**src/rtl/issue_pkg.sv**
```systemverilog
// Shared definitions for the issue queues and the issue unit:
// integer funct codes, multiplier depth and the CDB broadcast record.
package issue_pkg;

  localparam int MULT_LAT_DEFAULT = 4;

  localparam logic [5:0] OP_ADD  = 6'h20;
  localparam logic [5:0] OP_SUB  = 6'h22;
  localparam logic [5:0] OP_AND  = 6'h24;
  localparam logic [5:0] OP_OR   = 6'h25;
  localparam logic [5:0] OP_XOR  = 6'h26;
  localparam logic [5:0] OP_NOR  = 6'h27;
  localparam logic [5:0] OP_SLT  = 6'h2A;
  localparam logic [5:0] OP_SLTU = 6'h2B;

  typedef struct packed {
    logic        valid;
    logic [5:0]  tag;
    logic [31:0] data;
  } cdb_t;

endpackage

```
**src/rtl/issue_mult_pipe.sv**
```systemverilog
// Multiplier pipeline: operand register followed by a valid/tag/product delay
// line, presenting its result MULT_LAT-1 cycles after issue (the CDB register adds one).
module issue_mult_pipe
  import issue_pkg::*;
#(
  parameter int MULT_LAT = MULT_LAT_DEFAULT
) (
  input  logic        clk,
  input  logic        reset,
  input  logic        issue,
  input  logic [5:0]  tag,
  input  logic [31:0] rs_data,
  input  logic [31:0] rt_data,
  output cdb_t        result
);

  localparam int DEPTH = MULT_LAT - 1;

  logic [DEPTH-1:0] valid_r;
  logic [5:0]       tag_r [DEPTH];
  logic [31:0]      rs_r;
  logic [31:0]      rt_r;
  logic [31:0]      prod_s;
  logic [31:0]      prod_out_s;

  // Operand capture plus the valid/tag delay line; stage 0 is the operand register
  always_ff @(posedge clk) begin
    if (reset) begin
      valid_r <= {DEPTH{1'b0}};
      rs_r    <= 32'd0;
      rt_r    <= 32'd0;
      for (int i = 0; i < DEPTH; i++) begin
        tag_r[i] <= 6'd0;
      end
    end else begin
      valid_r[0] <= issue;
      tag_r[0]   <= tag;
      rs_r       <= rs_data;
      rt_r       <= rt_data;
      for (int i = 1; i < DEPTH; i++) begin
        valid_r[i] <= valid_r[i-1];
        tag_r[i]   <= tag_r[i-1];
      end
    end
  end

  // The low word of a two's-complement product does not depend on operand signedness
  assign prod_s = rs_r * rt_r;

  if (DEPTH == 1) begin : g_no_prod_pipe
    assign prod_out_s = prod_s;
  end else begin : g_prod_pipe
    logic [31:0] prod_r [1:DEPTH-1];

    // Product delay line aligned with the valid/tag stages
    always_ff @(posedge clk) begin
      if (reset) begin
        for (int i = 1; i < DEPTH; i++) begin
          prod_r[i] <= 32'd0;
        end
      end else begin
        prod_r[1] <= prod_s;
        for (int i = 2; i < DEPTH; i++) begin
          prod_r[i] <= prod_r[i-1];
        end
      end
    end

    assign prod_out_s = prod_r[DEPTH-1];
  end

  assign result = {valid_r[DEPTH-1], tag_r[DEPTH-1], prod_out_s};

endmodule

```
**src/rtl/issue_unit.sv**
```systemverilog
// Issue unit: arbitrates between the integer and multiply queues, executes
// integer ops in one cycle, and drives a single registered CDB.
module issue_unit
  import issue_pkg::*;
#(
  parameter int MULT_LAT = MULT_LAT_DEFAULT
) (
  input  logic        clk,
  input  logic        reset,
  input  logic        issueint_ready,
  input  logic [5:0]  issueint_opcode,
  input  logic [5:0]  issueint_rdtag,
  input  logic [31:0] issueint_rsdata,
  input  logic [31:0] issueint_rtdata,
  output logic        issueint_done,
  input  logic        issuemul_ready,
  input  logic [5:0]  issuemul_rdtag,
  input  logic [31:0] issuemul_rsdata,
  input  logic [31:0] issuemul_rtdata,
  output logic        issuemul_done,
  output logic [5:0]  cdb_tag,
  output logic [31:0] cdb_data,
  output logic        cdb_valid
);

  // Bit i set: the CDB is owned by a multiply result i cycles from now
  logic [MULT_LAT-1:0] resv_r;
  logic                last_mul_r;
  logic                int_elig_s;
  logic                grant_int_s;
  logic                grant_mul_s;
  logic [31:0]         alu_s;
  cdb_t                mul_out_s;
  cdb_t                cdb_next_s;
  cdb_t                cdb_r;

  // Grant: integer needs next cycle's CDB slot free; ties go to the queue not served last
  always_comb begin
    int_elig_s  = issueint_ready & ~resv_r[1];
    grant_int_s = 1'b0;
    grant_mul_s = 1'b0;
    if (reset) begin
      grant_int_s = 1'b0;
      grant_mul_s = 1'b0;
    end else if (int_elig_s && issuemul_ready) begin
      grant_int_s = last_mul_r;
      grant_mul_s = ~last_mul_r;
    end else begin
      grant_int_s = int_elig_s;
      grant_mul_s = issuemul_ready;
    end
  end

  assign issueint_done = grant_int_s;
  assign issuemul_done = grant_mul_s;

  // Integer ALU; unknown funct codes still broadcast, with a zero result
  always_comb begin
    alu_s = 32'd0;
    case (issueint_opcode)
      OP_ADD:  alu_s = issueint_rsdata + issueint_rtdata;
      OP_SUB:  alu_s = issueint_rsdata - issueint_rtdata;
      OP_AND:  alu_s = issueint_rsdata & issueint_rtdata;
      OP_OR:   alu_s = issueint_rsdata | issueint_rtdata;
      OP_XOR:  alu_s = issueint_rsdata ^ issueint_rtdata;
      OP_NOR:  alu_s = ~(issueint_rsdata | issueint_rtdata);
      OP_SLT:  alu_s = ($signed(issueint_rsdata) < $signed(issueint_rtdata)) ? 32'd1 : 32'd0;
      OP_SLTU: alu_s = (issueint_rsdata < issueint_rtdata) ? 32'd1 : 32'd0;
      default: alu_s = 32'd0;
    endcase
  end

  issue_mult_pipe #(
    .MULT_LAT (MULT_LAT)
  ) u_mult (
    .clk     (clk),
    .reset   (reset),
    .issue   (grant_mul_s),
    .tag     (issuemul_rdtag),
    .rs_data (issuemul_rsdata),
    .rt_data (issuemul_rtdata),
    .result  (mul_out_s)
  );

  // Next CDB contents; the reservation keeps the two sources from ever coinciding
  always_comb begin
    cdb_next_s = {1'b0, 6'd0, 32'd0};
    if (grant_int_s) begin
      cdb_next_s = {1'b1, issueint_rdtag, alu_s};
    end else if (mul_out_s.valid) begin
      cdb_next_s = mul_out_s;
    end else begin
      cdb_next_s = {1'b0, 6'd0, 32'd0};
    end
  end

  // Reservation shift, priority memory and the CDB output register
  always_ff @(posedge clk) begin
    if (reset) begin
      resv_r     <= {MULT_LAT{1'b0}};
      last_mul_r <= 1'b1;
      cdb_r      <= {1'b0, 6'd0, 32'd0};
    end else begin
      resv_r <= {grant_mul_s, {(MULT_LAT-1){1'b0}}} | (resv_r >> 1'b1);
      if (grant_int_s || grant_mul_s) begin
        last_mul_r <= grant_mul_s;
      end else begin
        last_mul_r <= last_mul_r;
      end
      cdb_r <= cdb_next_s;
    end
  end

  assign cdb_valid = cdb_r.valid;
  assign cdb_tag   = cdb_r.tag;
  assign cdb_data  = cdb_r.data;

endmodule
```
**config.mk**
```make
export PLATFORM = sky130hd
export DESIGN_NAME = issue_unit
export DESIGN_NICKNAME = d
export VERILOG_FILES = /design/src/rtl/issue_pkg.sv /design/src/rtl/issue_mult_pipe.sv /design/src/rtl/issue_unit.sv
export SDC_FILE = /design/constraint.sdc
export NUM_CORES = 2
export LEC_CHECK = 0
export BUFFER_PORTS_ARGS = -buffer_cell sky130_fd_sc_hd__buf_2
export CAP_MARGIN = 20
export CORE_MARGIN = 2
export CORE_UTILIZATION = 55
export CTS_CLUSTER_DIAMETER = 200
export DETAILED_ROUTE_END_ITERATION = 6
export GPL_TIMING_DRIVEN = 0
export HOLD_SLACK_MARGIN = 0.12
export PLACE_DENSITY = 0.8
export REMOVE_ABC_BUFFERS = 1
export SLEW_MARGIN = 25
export SYNTH_ARGS = -nofsm -noshare
export SYNTH_HDL_FRONTEND = slang
export SYNTH_HIERARCHICAL = 1
export SYNTH_SLANG_ARGS = --single-unit
```
**constraint.sdc**
```tcl
create_clock -name clk -period 8.3 [get_ports clk]
set_input_delay 0 -clock clk [delete_from_list [all_inputs] [get_ports clk]]
set_output_delay 0 -clock clk [all_outputs]
set_load 0.005 [all_outputs]
```
### Yosys cells after proc, flatten, opt, wreduce, memory -nomap -nowiden

Memories as Yosys holds them, arrays and structs flattened.
Index checks and enable logic that the tools add are counted.

* $add $sub $neg: 2
* $mul: 1
* divide/modulo/power cells: 0
* magnitude comparators: 2
* equality and inequality tests: 8
* shifts and indexed selects: 0
* muxes and demuxes: 17
* bitwise gates (word level): 13
* reductions and logical operators: 2

Operator list (number)
* 32-bit one-hot mux with 8 select lines: 1
* 39-bit 2-to-1 mux: 2
* 32-bit < comparator: 2
* 32-bit 2-to-1 mux: 2
* 6-bit == test, second input constant: 8
* 32-bit adder: 1
* 32-bit bitwise AND: 1
* 32-bit by 32-bit multiplier with 32-bit output: 1
* 32-bit inverter: 1
* 32-bit OR: 1
* 32-bit subtractor: 1
* 32-bit XOR: 1
* 6-bit 2-to-1 mux: 3
* 1-bit 2-to-1 mux: 9
* 1-bit OR: 5
* 4-bit by 3-bit OR with 4-bit output: 1
* 1-bit inverter: 2
* 1-bit bitwise AND: 1
* 1-bit logical AND: 1
* 1-bit logical OR: 1

* bits in registers: 111
* latch bits: 0
* memory bits (writable): 82
* bits in read-only memories: 0
* bits of input ports: 150
* output and inout port bits: 41
* logic and storage cells: 55
* memories kept: 2

Memory list
* u_mult.g_prod_pipe.prod_r: depth 2, width 32, read ports 2, clocked after memory_dff 0, write ports 2, line issue_mult_pipe.sv:53 `logic [31:0] prod_r [1:DEPTH-1];`
* u_mult.tag_r: depth 3, width 6, read ports 3, clocked after memory_dff 0, write ports 3, line issue_mult_pipe.sv:20 `logic [5:0] tag_r [DEPTH];`

### Logic depth before layout (Yosys ltp)

* word-level depth: 6
* mapped depth: 27
* gate-level depth less buffers: 24

### Cells and area by module

Netlist, hierarchy kept.

Modules (own cells, without submodules)
* issue_mult_pipe: instances 1, cells an instance 2026, area each 19759.0 um^2, seq. area each 2982.9 um^2
* issue_unit: instances 1, cells an instance 1017, area each 6974.2 um^2, seq. area each 860.8 um^2

### Worst setup path after synthesis

OpenSTA, ideal clock, no wires.

* path type: flip-flop to flip-flop
* start point: reg u_mult.rt_r[3]
* end point: mem u_mult.g_prod_pipe.prod_r[1][30]
* setup time: 117 ps
* arrival time: 6503 ps
* data required time: 8183 ps
* slack: 1680 ps
* stages on the path, launching flop included: 25
* period minus slack after synthesis: 6620 ps
* cell sequence: dfxtp_1 > clkbuf_1 > clkbuf_1 > and2_1 > fa_1 > inv_1 > fa_1 > fa_1 > fa_1 > inv_1 > fa_1 > inv_1 > fa_1 > inv_1 > fa_1 > fa_1 > ha_1 > a21o_1 > a21o_1 > a21oi_1 > o21ai_0 > a221o_1 > a211oi_2 > xor2_1 > nor2_1

RTL lines
* start, declared: line issue_mult_pipe.sv:22 `logic [31:0] rt_r;`
* start signal, assigned: line issue_mult_pipe.sv:39 `rt_r <= rt_data;`
* end, declared: line issue_mult_pipe.sv:53

==> impl_summary.txt <==
----------------------------------------------------
[Synth]
  Top cell types by occurrence after synthesis ... sky130_fd_sc_hd__inv_1, sky130_fd_sc_hd__fa_1, sky130_fd_sc_hd__and2_1, sky130_fd_sc_hd__nand2_1, sky130_fd_sc_hd__ha_1
  Top flip-flop cell by instance count after synthesis ... sky130_fd_sc_hd__dfxtp_1
  Number of library cell types mapped by synthesis ... 90
  Synth async-reset ratio ... 0%
  Synthesis warning total ... 6
  Library cell with the largest summed area after synthesis ... sky130_fd_sc_hd__fa_1
  Cell count after synthesis ... 3043
  Post-synth EDFFs ... 0
  Dominant cell by count in the synthesized netlist ... sky130_fd_sc_hd__inv_1
  Portion of synthesized cell area occupied by the leading cell type ... 30.7%
  Largest cells by area after synthesis ... sky130_fd_sc_hd__fa_1, sky130_fd_sc_hd__dfxtp_1, sky130_fd_sc_hd__ha_1
  Mean Syn Cell Area ... 8.79 um^2
  Register area share after synthesis ... 14.4%
  Syn Std Cell Area ... 26700 um^2
  Flip-flop and latch count after synthesis ... 192

[Route]
  Via-per-instance ratio ... 5.58
  Via count of the routed design ... 21600
  Iteration-0 DRC count of the detailed router ... 1755
  DRC violations left ... 0
  Mean routed wirelength per cell ... 18.3 um
  Remaining antenna violation count after routing ... 0
  Sum of routed wire length over all layers ... 70900 um
  Number of iterations in the first detailed-routing pass ... 6

[Timing]
  Final setup viols ... 0
  Normalized max-slew margin ... 25.2%
  Max Clock Skew ... 17.9 ps
  Final-layout setup total negative slack ... 0 ps
  Fin Hold WS ... 185 ps
  Final period util ... 92.5%
  Measured slew at the worst slew-check pin ... 1120 ps
  Post-route minimum period ... 7680 ps
  Achievable clock frequency ... 130 MHz
  RSZ-0062 raised after global routing ... false
  Post-route setup slack ... 621 ps
  Total count of max-transition violations in the final report ... 0
  Number of hold violations in the final report ... 0

[Floorplan]
  Starting utilization of the core area ... 55.9%
  Area of the placeable core ... 47800 um^2
  Height of the chip ... 224 um
  Full die area ... 50400 um^2
  Die outline width ... 224 um
  # rows ... 80
  Total I/O pin count ... 191

[Global routing]
  Wire length of the first global-routing pass ... 114000 um
  Via count of the first global-routing pass ... 22100
  Largest net degree at the start of global routing ... 129
  Overall Global Routing Usage ... 29.0%
  Leftover overflow at the end of global routing ... 0
  Number of antenna violations at the first check in global routing ... 4

[Power]
  Switching power share of the total ... 43.7%
  Final total power ... 4.81 mW
  Part of the total power dissipated in combinational logic ... 58.7%
  Cell internal power dissipation ... 2.70 mW
  Standby leakage power ... 13.9 nW
  Net Sw Power ... 2.10 mW
  Maximum vdd ir drop ... 154 uV
  Pwr/cell area ... 161 nW/um^2
  Clock network fraction of design power ... 17.5%
  Reg power frac ... 23.8%

[Critical path]
  Data arrival time of the critical path ... 8040 ps
  Worst setup startpoint ... u_mult/rs_r[8]
  Data required time at the worst endpoint ... 8660 ps
  Worst Reg-to-Reg Cells ... 22
  Reg-to-reg startpoint ... u_mult/rs_r[8]
  Kind of end point of the critical path ... flip-flop
  Maximum fanout count along the critical path ... 24
  RR Endpoint ... u_mult/g_prod_pipe.prod_r[1][31]
  Kind of start point of the critical path ... flip-flop
  Critical path class ... flip-flop to flip-flop
  Worst R2R Setup Slack ... 620 ps
  CP Capture Point ... u_mult/g_prod_pipe.prod_r[1][31]

[Clock tree]
  Setup fix buffers added after clock tree synthesis ... 0
  Post-CTS clock slew at the launch and capture registers of the worst setup and hold paths ... 80 ps
  Clock buffers created by TritonCTS ... 17
  TritonCTS clock tree ... yes
  Clock root buffer ... sky130_fd_sc_hd__clkbuf_16
  Sinks on Clock Net ... 192
  Source-to-sink clock delay at the later pin of the worst-skew pair ... 500 ps
  Longest Clk Path Bufs ... 2
  Level count of the clock H-tree ... 4

[Cells and area]
  Final Net Count ... 4022
  Share of the core filled with cells in the final layout ... 62.4%
  Share of layout cells above drive strength 1 ... 8.50%
  Synthesis-to-finish area growth ... 11.6%

[Job]
  Maximum Capacitance Violations ... 0

[Place]
  Final weighted congestion in routability-driven placement ... 0.946
  Worst slack at placement ... 752 ps
  Number of input and output port buffers inserted ... 190
  DP Wirelength ... 51700 um

[Worst hold path]
  Classification of the worst-slack hold path ... input port to flip-flop
  Startpoint of the tightest hold check path ... reset

[Outcome]
  Status ... finished clean

----------------------------------------------------
worst min-delay path by stage:
stage                           end  slack (ps)  cells after the start
floorplan             issuemul_done          40                      1
global placement    u_mult/rt_r[24]         210                      2
detailed placement   u_mult/rt_r[8]         210                      2
CTS                    cdb_data[29]         150                      5
global route           cdb_data[15]         230                      4
finish              u_mult/rt_r[22]         180                      3
registers in the layout, indices dropped and copies added, names as in the netlist:
register / flops
resv_r: 3
u_mult/rs_r: 32
u_mult/valid_r: 3
u_mult/g_prod_pipe.prod_r: 64
last_mul_r: 1
cdb_valid: 1
cdb_tag: 6
u_mult/rt_r: 32
u_mult/tag_r: 18
cdb_data: 32
cells in the final DEF, fill, tap and decap left out, drive strengths merged, types with 7 or more instances in the layout:
cell,n
a211oi,25
a21o,29
a21oi,116
a22oi,17
a31oi,24
and2,367
buf,195
clkbuf,18
clkinv,9
dfxtp,192
dlygate4sd3,134
fa,410
ha,229
inv,471
mux2i,7
nand2,265
nand2b,19
nand3,21
nor2,122
nor2b,133
nor3,28
nor4,7
o211ai,8
o21a,12
o21ai,134
o21bai,15
o22ai,13
o31ai,12
or3,13
xnor2,78
xor2,25
per-stage QoR:
| stage | area (um^2) | cells |
|---|---|---|
| 4_1_cts | 29800 | 3861 |
| 2_1_floorplan | 26100 | 2885 |
| 6_report | 29800 | 3864 |
| 3_5_place_dp | 27900 | 3695 |
| 5_1_grt | 29800 | 3864 |
| 3_3_place_gp | 27800 | 3690 |
cell type report:
type	count	area, um^2
diodes	3	7.51
flip-flops and latches	192	3860
well taps	615	769
multi-input cells	2226	20500
fillers	3912	18000
repair buffers	329	2400
clock inverters	14	161
inverters	467	1750
clock buffers	18	429
cells by family after synthesis:
group / share of synthesized area [%]
compound gates: 11.5
xor+xnor: 3.46
fa+ha+maj: 41.4
buf+inv: 9.11
flops: 14.4
mux: 0.262
simple gates: 19.9
metal layers:
metal	share of wire (%)	wire (um)	GRT usage, %	vias to the layer above
met4	3.2	2270	11.0	0
met2	48	33800	48.5	911
li1	-	-	-	9918
met5	0	0	0	-
met1	42	29500	37.3	10600
met3	7.4	5230	5.79	166
power by group through the flow:
stage | Combinational (mW) | Sequential, mW | Clock, mW
6_report | 2.82 | 1.14 | 0.844
5_1_grt | 3.18 | 1.15 | 0.899
4_1_cts | 2.79 | 1.14 | 0.862
3_5_place_dp | 2.72 | 1.16 | 0
3_3_place_gp | 2.64 | 1.16 | 0
2_1_floorplan | 2.07 | 1.10 | 0
repair_timing:
item                      4_1_cts  5_1_grt
gates resized for setup         0        0
hold endpoints to repair       82        0
hold buffers                  134        0
critical path, stage by stage, from the launching register on:
cell and delay (ps):
sky130_fd_sc_hd__dfxtp_1 1030, sky130_fd_sc_hd__and2_1 260, sky130_fd_sc_hd__fa_1 470, sky130_fd_sc_hd__fa_1 550
sky130_fd_sc_hd__inv_1 80, sky130_fd_sc_hd__fa_1 530, sky130_fd_sc_hd__inv_1 80, sky130_fd_sc_hd__fa_1 500
sky130_fd_sc_hd__inv_1 50, sky130_fd_sc_hd__fa_1 530, sky130_fd_sc_hd__inv_1 50, sky130_fd_sc_hd__fa_1 460
sky130_fd_sc_hd__fa_1 520, sky130_fd_sc_hd__fa_1 420, sky130_fd_sc_hd__ha_1 380, sky130_fd_sc_hd__nand3_1 130
sky130_fd_sc_hd__nor3_1 530, sky130_fd_sc_hd__nand2_1 100, sky130_fd_sc_hd__a31o_2 280, sky130_fd_sc_hd__a41oi_2 240
sky130_fd_sc_hd__o21ai_0 160, sky130_fd_sc_hd__xnor2_1 150, sky130_fd_sc_hd__nor2_1 50
No activity file was read; power rests on OpenSTA's default activity.
